<file path="config.mk">
export PLATFORM = sky130hd
export DESIGN_NAME = fetch_sequencer_flat
export DESIGN_NICKNAME = d
export VERILOG_FILES = /design/src/rtl/fetch_pkg.sv /design/src/rtl/fetch_sequencer_if.sv /design/src/rtl/phase_ring.sv /design/src/rtl/fetch_sequencer.sv /design/src/flat_wrapper.sv
export SDC_FILE = /design/constraint.sdc
export NUM_CORES = 1
export LEC_CHECK = 0
export CAP_MARGIN = 20
export CORE_AREA = 2 2 76 78
export CTS_CLUSTER_DIAMETER = 150
export DETAILED_ROUTE_END_ITERATION = 12
export DIE_AREA = 0 0 78 80
export PLACE_DENSITY = 0.78
export SETUP_SLACK_MARGIN = 0.2
export SYNTH_ARGS = -nofsm -noshare
export SYNTH_HDL_FRONTEND = slang
export SYNTH_SLANG_ARGS = --single-unit
</file>
<file path="constraint.sdc">
create_clock -name clk -period 4.5 [get_ports clk]
set_input_delay 0.9 -clock clk [delete_from_list [all_inputs] [get_ports clk]]
set_output_delay 0.9 -clock clk [all_outputs]
set_load 0.05 [all_outputs]
</file>
<file path="src/rtl/fetch_pkg.sv">
// Shared constants for the fetch/phase sequencer: one-hot phase codes, run state, reset PC.
package fetch_pkg;

  typedef enum logic {
    StStop = 1'b0,
    StRun  = 1'b1
  } run_state_e;

  localparam logic [4:0] PH_NONE = 5'b00000;
  localparam logic [4:0] PH_P1   = 5'b00001;
  localparam logic [4:0] PH_P2   = 5'b00010;
  localparam logic [4:0] PH_P3   = 5'b00100;
  localparam logic [4:0] PH_P4   = 5'b01000;
  localparam logic [4:0] PH_P5   = 5'b10000;

  localparam logic [15:0] DEFAULT_RESET_PC = 16'h0000;

endpackage

</file>
<file path="src/rtl/fetch_sequencer_if.sv">
// Control/fetch bus between the core and the fetch sequencer.
// imem_ready exists only when FETCH_STALL_EN is defined.
interface fetch_sequencer_if #(
  parameter int unsigned PC_W = 16
) ();

`ifdef FETCH_STALL_EN
  logic            imem_ready;
`endif
  logic            EXEC;
  logic            HALT;
  logic            PC_load;
  logic            taken;
  logic [PC_W-1:0] target;
  logic [15:0]     imem_rdata;
  logic [PC_W-1:0] imem_addr;
  logic [15:0]     COMMAND;
  logic [PC_W-1:0] PC;
  logic [4:0]      phase;
  logic            running;

  modport master (
`ifdef FETCH_STALL_EN
    output imem_ready,
`endif
    output EXEC, HALT, PC_load, taken, target, imem_rdata,
    input  imem_addr, COMMAND, PC, phase, running
  );

  modport slave (
`ifdef FETCH_STALL_EN
    input  imem_ready,
`endif
    input  EXEC, HALT, PC_load, taken, target, imem_rdata,
    output imem_addr, COMMAND, PC, phase, running
  );

endinterface

</file>
<file path="src/rtl/phase_ring.sv">
// One-hot P1..P5 phase ring with STOP/RUN state and a deferred stop request,
// so a stop pulse mid-instruction only takes effect after P5.
module phase_ring
  import fetch_pkg::*;
(
  input  logic       clk,
  input  logic       rst_n,
  input  logic       i_exec,
  input  logic       i_halt_p5,
  input  logic       i_advance,
  output logic [4:0] o_phase,
  output logic       o_running
);

  run_state_e r_state, w_state_next;
  logic [4:0] r_phase, w_phase_next;
  logic       r_stop_pending, w_stop_pending_next;

  always_ff @(posedge clk or negedge rst_n) begin
    if (!rst_n) begin
      r_state        <= StStop;
      r_phase        <= PH_NONE;
      r_stop_pending <= 1'b0;
    end else begin
      r_state        <= w_state_next;
      r_phase        <= w_phase_next;
      r_stop_pending <= w_stop_pending_next;
    end
  end

  always_comb begin
    w_state_next        = r_state;
    w_phase_next        = r_phase;
    w_stop_pending_next = r_stop_pending;
    unique case (r_state)
      StStop: begin
        if (i_exec) begin
          w_state_next = StRun;
          w_phase_next = PH_P1;
        end
      end
      StRun: begin
        if (r_phase == PH_P5) begin
          // P5 never stalls; this is the only point where RUN may end.
          if (i_halt_p5 || i_exec || r_stop_pending) begin
            w_state_next        = StStop;
            w_phase_next        = PH_NONE;
            w_stop_pending_next = 1'b0;
          end else begin
            w_phase_next = PH_P1;
          end
        end else begin
          if (i_exec) w_stop_pending_next = 1'b1;
          if (i_advance) w_phase_next = {r_phase[3:0], 1'b0};
        end
      end
    endcase
  end

  assign o_phase   = r_phase;
  assign o_running = (r_state == StRun);

endmodule

</file>
<file path="src/rtl/fetch_sequencer.sv">
// Multi-cycle core fetch sequencer: PC and instruction register around the phase ring.
// Optional FETCH_STALL_EN adds imem_ready, which stretches P1 until the fetch completes.
module fetch_sequencer
  import fetch_pkg::*;
#(
  parameter int unsigned     PC_W     = 16,
  parameter logic [PC_W-1:0] RESET_PC = PC_W'(DEFAULT_RESET_PC)
) (
  input logic              clk,
  input logic              rst_n,
  fetch_sequencer_if.slave bus
);

  logic [PC_W-1:0] r_pc;
  logic [15:0]     r_command;
  logic [4:0]      w_phase;
  logic            w_running;
  logic            w_advance;
  logic            w_fetch;
  logic            w_branch;

`ifdef FETCH_STALL_EN
  assign w_advance = ~w_phase[0] | bus.imem_ready;
`else
  assign w_advance = 1'b1;
`endif

  assign w_fetch  = w_phase[0] & w_advance;
  assign w_branch = w_phase[4] & bus.PC_load & bus.taken;

  phase_ring u_phase_ring (
    .clk       (clk),
    .rst_n     (rst_n),
    .i_exec    (bus.EXEC),
    .i_halt_p5 (bus.HALT & w_phase[4]),
    .i_advance (w_advance),
    .o_phase   (w_phase),
    .o_running (w_running)
  );

  always_ff @(posedge clk or negedge rst_n) begin
    if (!rst_n) begin
      r_pc      <= RESET_PC;
      r_command <= 16'h0000;
    end else if (w_fetch) begin
      r_command <= bus.imem_rdata;
      r_pc      <= r_pc + PC_W'(1);
    end else if (w_branch) begin
      r_pc <= bus.target;
    end
  end

  assign bus.imem_addr = r_pc;
  assign bus.PC        = r_pc;
  assign bus.COMMAND   = r_command;
  assign bus.phase     = w_phase;
  assign bus.running   = w_running;

endmodule

</file>
<file path="src/flat_wrapper.sv">
// flat-port wrapper written by rule: the top's interface ports become plain ports
module fetch_sequencer_flat import fetch_pkg::*;
#(
  parameter int unsigned     PC_W     = 16,
  parameter logic [PC_W-1:0] RESET_PC = PC_W'(DEFAULT_RESET_PC)
)
  (clk, rst_n, bus_EXEC, bus_HALT, bus_PC_load, bus_taken, bus_target, bus_imem_rdata, bus_imem_addr, bus_COMMAND, bus_PC, bus_phase, bus_running);
  fetch_sequencer_if #(.PC_W(PC_W)) bus_i ();
  input logic clk;
  input logic rst_n;
  input wire logic [$bits(bus_i.EXEC)-1:0] bus_EXEC;
  input wire logic [$bits(bus_i.HALT)-1:0] bus_HALT;
  input wire logic [$bits(bus_i.PC_load)-1:0] bus_PC_load;
  input wire logic [$bits(bus_i.taken)-1:0] bus_taken;
  input wire logic [$bits(bus_i.target)-1:0] bus_target;
  input wire logic [$bits(bus_i.imem_rdata)-1:0] bus_imem_rdata;
  output wire logic [$bits(bus_i.imem_addr)-1:0] bus_imem_addr;
  output wire logic [$bits(bus_i.COMMAND)-1:0] bus_COMMAND;
  output wire logic [$bits(bus_i.PC)-1:0] bus_PC;
  output wire logic [$bits(bus_i.phase)-1:0] bus_phase;
  output wire logic [$bits(bus_i.running)-1:0] bus_running;
  assign bus_i.EXEC = bus_EXEC;
  assign bus_i.HALT = bus_HALT;
  assign bus_i.PC_load = bus_PC_load;
  assign bus_i.taken = bus_taken;
  assign bus_i.target = bus_target;
  assign bus_i.imem_rdata = bus_imem_rdata;
  assign bus_imem_addr = bus_i.imem_addr;
  assign bus_COMMAND = bus_i.COMMAND;
  assign bus_PC = bus_i.PC;
  assign bus_phase = bus_i.phase;
  assign bus_running = bus_i.running;
  fetch_sequencer #(.PC_W(PC_W), .RESET_PC(RESET_PC)) u_core (.clk(clk), .rst_n(rst_n), .bus(bus_i));
endmodule
</file>
# After elaboration in Yosys (flattened, before gate mapping)
# Cells that the tools add are included.
dict set report op_classes {
  addsub 1
  mux 13
  eq_ne 3
  bitwise 4
  reduce_logical 5
}
# cell n
set op_table {}
lappend op_table {{16-bit two-way mux} 2}
lappend op_table {{16-bit by 1-bit adder with 16-bit output (second input constant)} 1}
lappend op_table {{5-bit two-way mux} 2}
lappend op_table {{5-bit one-hot mux with 2 select lines} 1}
lappend op_table {{1-bit two-way mux} 7}
lappend op_table {{5-bit == test (second input constant)} 1}
lappend op_table {{2-bit nonzero test} 2}
lappend op_table {{1-bit AND} 3}
lappend op_table {{3-bit AND reduction} 1}
lappend op_table {{1-bit logical OR} 2}
lappend op_table {{2-bit by 1-bit inequality test with 1-bit output (second input constant)} 1}
lappend op_table {{2-bit inequality test (second input constant)} 1}
lappend op_table {{1-bit one-hot mux with 2 select lines} 1}
lappend op_table {{1-bit inverter} 1}
dict set report word_totals {
  regBits 39
  elab_cells 31
  inputBits 38
}

# Depth between registers and ports, before layout
dict set report logic_depth {
  depth_word 6
  ltp_mapped 5
  mapped_depth_nobuf 5
}

# Modules after synthesis
# Synthesis repeated with hierarchy kept, for this count alone.
dict set report hier_totals {
  hier_cells 198
  area_unflattened_um2 2080.7
}
# module instances seq_area_each_um2 area_per_inst_um2 cells_each
set modules_own_cells {}
lappend modules_own_cells {fetch_sequencer 1 800.8 1734.2 169}
lappend modules_own_cells {phase_ring 1 175.2 346.6 29}

# Worst setup path after synthesis
# Ideal clock, no wire load.
dict set report synth_path {
  path_type {register to output}
  start {register u_core.r_pc[2], in the netlist u_core.bus.PC[2]}
  end {output port bus_imem_addr[2]}
  n_path_buf 1
  stages_incl_launch_ff 2
  arrival_ns 1.028
  path_slack_ns 2.572
  t_required_ns 3.600
  cell_sequence {dfrtp_1 -> buf_4}
}
# item line
set synth_lines {}
lappend synth_lines {{from (decl)} fetch_sequencer.sv:14} ;# logic [PC_W-1:0] r_pc;
lappend synth_lines {{from (signal assigned)} fetch_sequencer.sv:47} ;# r_pc <= r_pc + PC_W'(1);
lappend synth_lines {{from (signal assigned)} fetch_sequencer.sv:49} ;# r_pc <= bus.target;
lappend synth_lines {{to (decl)} flat_wrapper.sv:17} ;# output wire logic [$bits(bus_i.imem_addr)-1:0] bus_imem_addr;
# No word-level cell between the ends.

# Worst setup path after layout
dict set report layout_path {
  start {register u_core.u_phase_ring.r_phase[0], in the netlist u_core.u_phase_ring.o_phase[0]}
  end {output port bus_phase[0]}
}
# item line
set layout_lines {}
lappend layout_lines {{from (decl)} phase_ring.sv:16} ;# logic [4:0] r_phase, w_phase_next;
lappend layout_lines {{from (signal assigned)} phase_ring.sv:26} ;# r_phase <= w_phase_next;
lappend layout_lines {{to (decl)} flat_wrapper.sv:20} ;# output wire logic [$bits(bus_i.phase)-1:0] bus_phase;
# No word-level cell between the ends.

==> impl_results.md <==
* Die X at 78 microns
* CP max FO at 55
* Fin crit share at 0.7046
* Gr ovfl total at 0
* R2r setup slk at 2640 ps
* Core Area at around 0.0054 sq mm
* Data arrival, critical path at 2270 ps
* Share of layout cells above drive strength 1 at 0.1599
* Setup Fix Bufs, Post-CTS at 0
* Final nets at 307
* WL/cell at 13.81 microns
* Synth warn at 0
* Crit end category: output port
* Ys flop type: dfrtp_1
* Num CTS Buffers at 5
* Synthesized area per cell at ~11 sq um
* Worst Reg2Reg Path Length in Cells at 3
* Number of synthesized flops with an enable pin at 0
* CTS Hold Bufs at 0
* Placed insts at 333
* Setup TNS Final at 0 ps
* Slowest stage delay, CP at 1000 ps
* PostCTS Resize Cnt at 0
* Vias in the first global route at about 1,700
* Mapped Area at 0.002081 sq mm
* FFs w/ async S/R, synth at 1.000
* Worst skew pair latency at 290 ps
* DRC viols at 0
* Min-delay src: u_core.bus.COMMAND[6]
* WHS Endpoint: u_core.bus.COMMAND[6]
* ANT nets after route at 0
* DRT iter0 DRCs at 112
* Die area at 0.006240 sq mm
* Final WL at 4710 microns
* Worst EP required at 3600 ps
* Fin cells at approximately 340
* Row count at 27
* Number of synthesized register bits at 39
* Antenna fix cells at 0
* Crit start category: flip-flop
* Relative slew slack at 0.3582
* Crit path cell chain: clkdlybuf4s50_1
* H-tree levels at 2
* Syn Inst Count at 195
* RSZ-0062 raised after global routing: false
* Hold Fails Final Rpt at 0
* Max clock buf depth at 2
* Slew Viols, Final at 0
* Max Cap Viol at 0
* Num ports at 92
* Vias per cell at roughly 5.1
* Slowest-stage cell, CP: dfrtp_2
* Kind of critical path: flip-flop to output port
* Worst Slack Setup Final at 1329 ps
* Number of buffers added on ports at 91
* Clk sinks at 39
* Status: completed
* Worst slew pin tran at 962.8 ps
* Initial Util at 0.3850
* WP buf/inv at 1
* Hold Path Class: flip-flop to flip-flop
* CTS tree: built
* CP top delay family: flip-flops
* Total number of vias at 1,726
* Drt first pass iters at 4
* Die Y at 80 microns
* Post-DP HPWL at 3376 microns
* Worst R2R Start: u_core.u_phase_ring.o_phase[0]
* Final setup fails at 0
* Pre-CTS setup slack at 1630 ps
* Distinct cells, synth at 39
* Fin crit period at 3171 ps
* All-Layer GR Usage at 0.1597
* Filler instances at 487
* CTS Root Cell: clkbuf_8
* Crit Reg-Reg Endpoint: u_core.bus.PC[2]
* Seq/Total Area, Yosys at 0.4690
* Initial antenna violation count at 0
* F_max at approximately 320 MHz
* Largest net degree at the start of global routing at 56
* Syn Nets at 234
* Global-route wire length before repair at 7879 microns
* Clock skew at 6.920 ps
* WHS Path Cells at 1
* Area grow syn2layout at 42.75%
* Clock-pin transition on the worst setup and hold timing paths at 70 ps
* GP Congestion at between 0.7 and 0.8
==> cell families (layout without fill, tap and decap cells) <==
group | after synthesis | count (layout) | share of synthesized area
flops | 39 | 39 | 0.4690
buf+inv | 28 | 102 | 0.09621
mux | 23 | 23 | 0.1239
xor+xnor | 4 | 4 | 0.01684
simple gates | 65 | 65 | 0.1684
fa+ha+maj | 1 | 1 | 0.006012
compound gates | 35 | 35 | 0.1197
==> metal layers <==
layer	GRT usage	wire length (microns)	share of wire	up-vias
li1	-	-	-	837
met1	0.1818	1930	0.41	821
met3	0.05430	322	0.068	7
met4	0.05439	68	0.014	0
met2	0.2802	2389	0.51	61
met5	0	0	0	-
==> per-stage QoR <==
step,hold slack (ps),utilization,cell area (sq um)
after floorplan,464.0,-,2081
after global placement,483.8,0.5345,2889
after detailed placement,495.1,0.5345,2889
after CTS,513.8,0.5495,2970
after global routing,526.2,0.5495,2970
final,506.5,0.5495,2970
==> registers in the layout, summed over array words and instances, names as in the netlist <==
name / count
u_core.u_phase_ring.o_phase: 5
u_core.bus.COMMAND: 16
u_core.u_phase_ring.r_stop_pending: 1
u_core.u_phase_ring.o_running: 1
u_core.bus.PC: 16
==> synthesized netlist by cell type, types with 2 or more instances <==
cell      count  area (sq um)
a21oi_1      15         75.07
and2_1        2         12.51
buf_2         2         10.01
buf_4        16         120.1
buf_6         3         33.78
clkbuf_1      3         11.26
dfrtp_1      39         975.9
inv_1         3         11.26
mux2_2       22         247.7
nand2_1      11         41.29
nand2b_1      5         31.28
nand3_1      11         55.05
nand4_1       7         43.79
nor2_1       15         56.30
nor3_1        4         20.02
o21ai_0       6         30.03
o221a_2       6         67.56
xnor2_1       4         35.03
==> final cells by class <==
cell class	count	area, sq um	share of cell area
Sequential cell	39	977.2	0.3290
Inverter	3	11.26	0.003791
Tap cell	72	90.09	0.03033
Multi-Input combinational cell	128	904.6	0.3045
Timing Repair Buffer	91	905.9	0.3050
Clock inverter	1	5.005	0.001685
Clock buffer	7	76.32	0.02570
==> how the worst max path moves through the flow <==
stage,start,end,cells after the start
after floorplan,u_core.bus.PC[2],bus_imem_addr[2],1
final,u_core.u_phase_ring.o_phase[0],bus_phase[0],1
after CTS,u_core.u_phase_ring.o_phase[0],bus_phase[0],1
after detailed placement,u_core.u_phase_ring.o_phase[0],bus_phase[0],1
after global routing,u_core.u_phase_ring.o_phase[0],bus_phase[0],1
after global placement,u_core.u_phase_ring.o_phase[0],bus_phase[0],1
==> cells in the final DEF, fill, tap and decap left out, drive strengths merged <==
cell            n
clkdlybuf4s50  90
dfrtp          39
mux2           22
a21oi          15
nor2           15
nand3          12
nand2          11
nand4           8
clkbuf          7
o221a           6
o21ai           6
nand2b          5
nor3            4
xnor2           4
inv             3
and2            2
and3            2
and4            2
nor4b           1
nand3b          1
a211oi          1
o22a            1
or2             1
a31oi           1
o22ai           1
mux2i           1
o2bb2ai         1
o41a            1
o21bai          1
o211a           1
nor4            1
ha              1
clkinv          1
buf             1
Power is left out: the tool's default activity adds up to more than one toggle a clock period on the data nets, which glitch-free logic cannot reach.
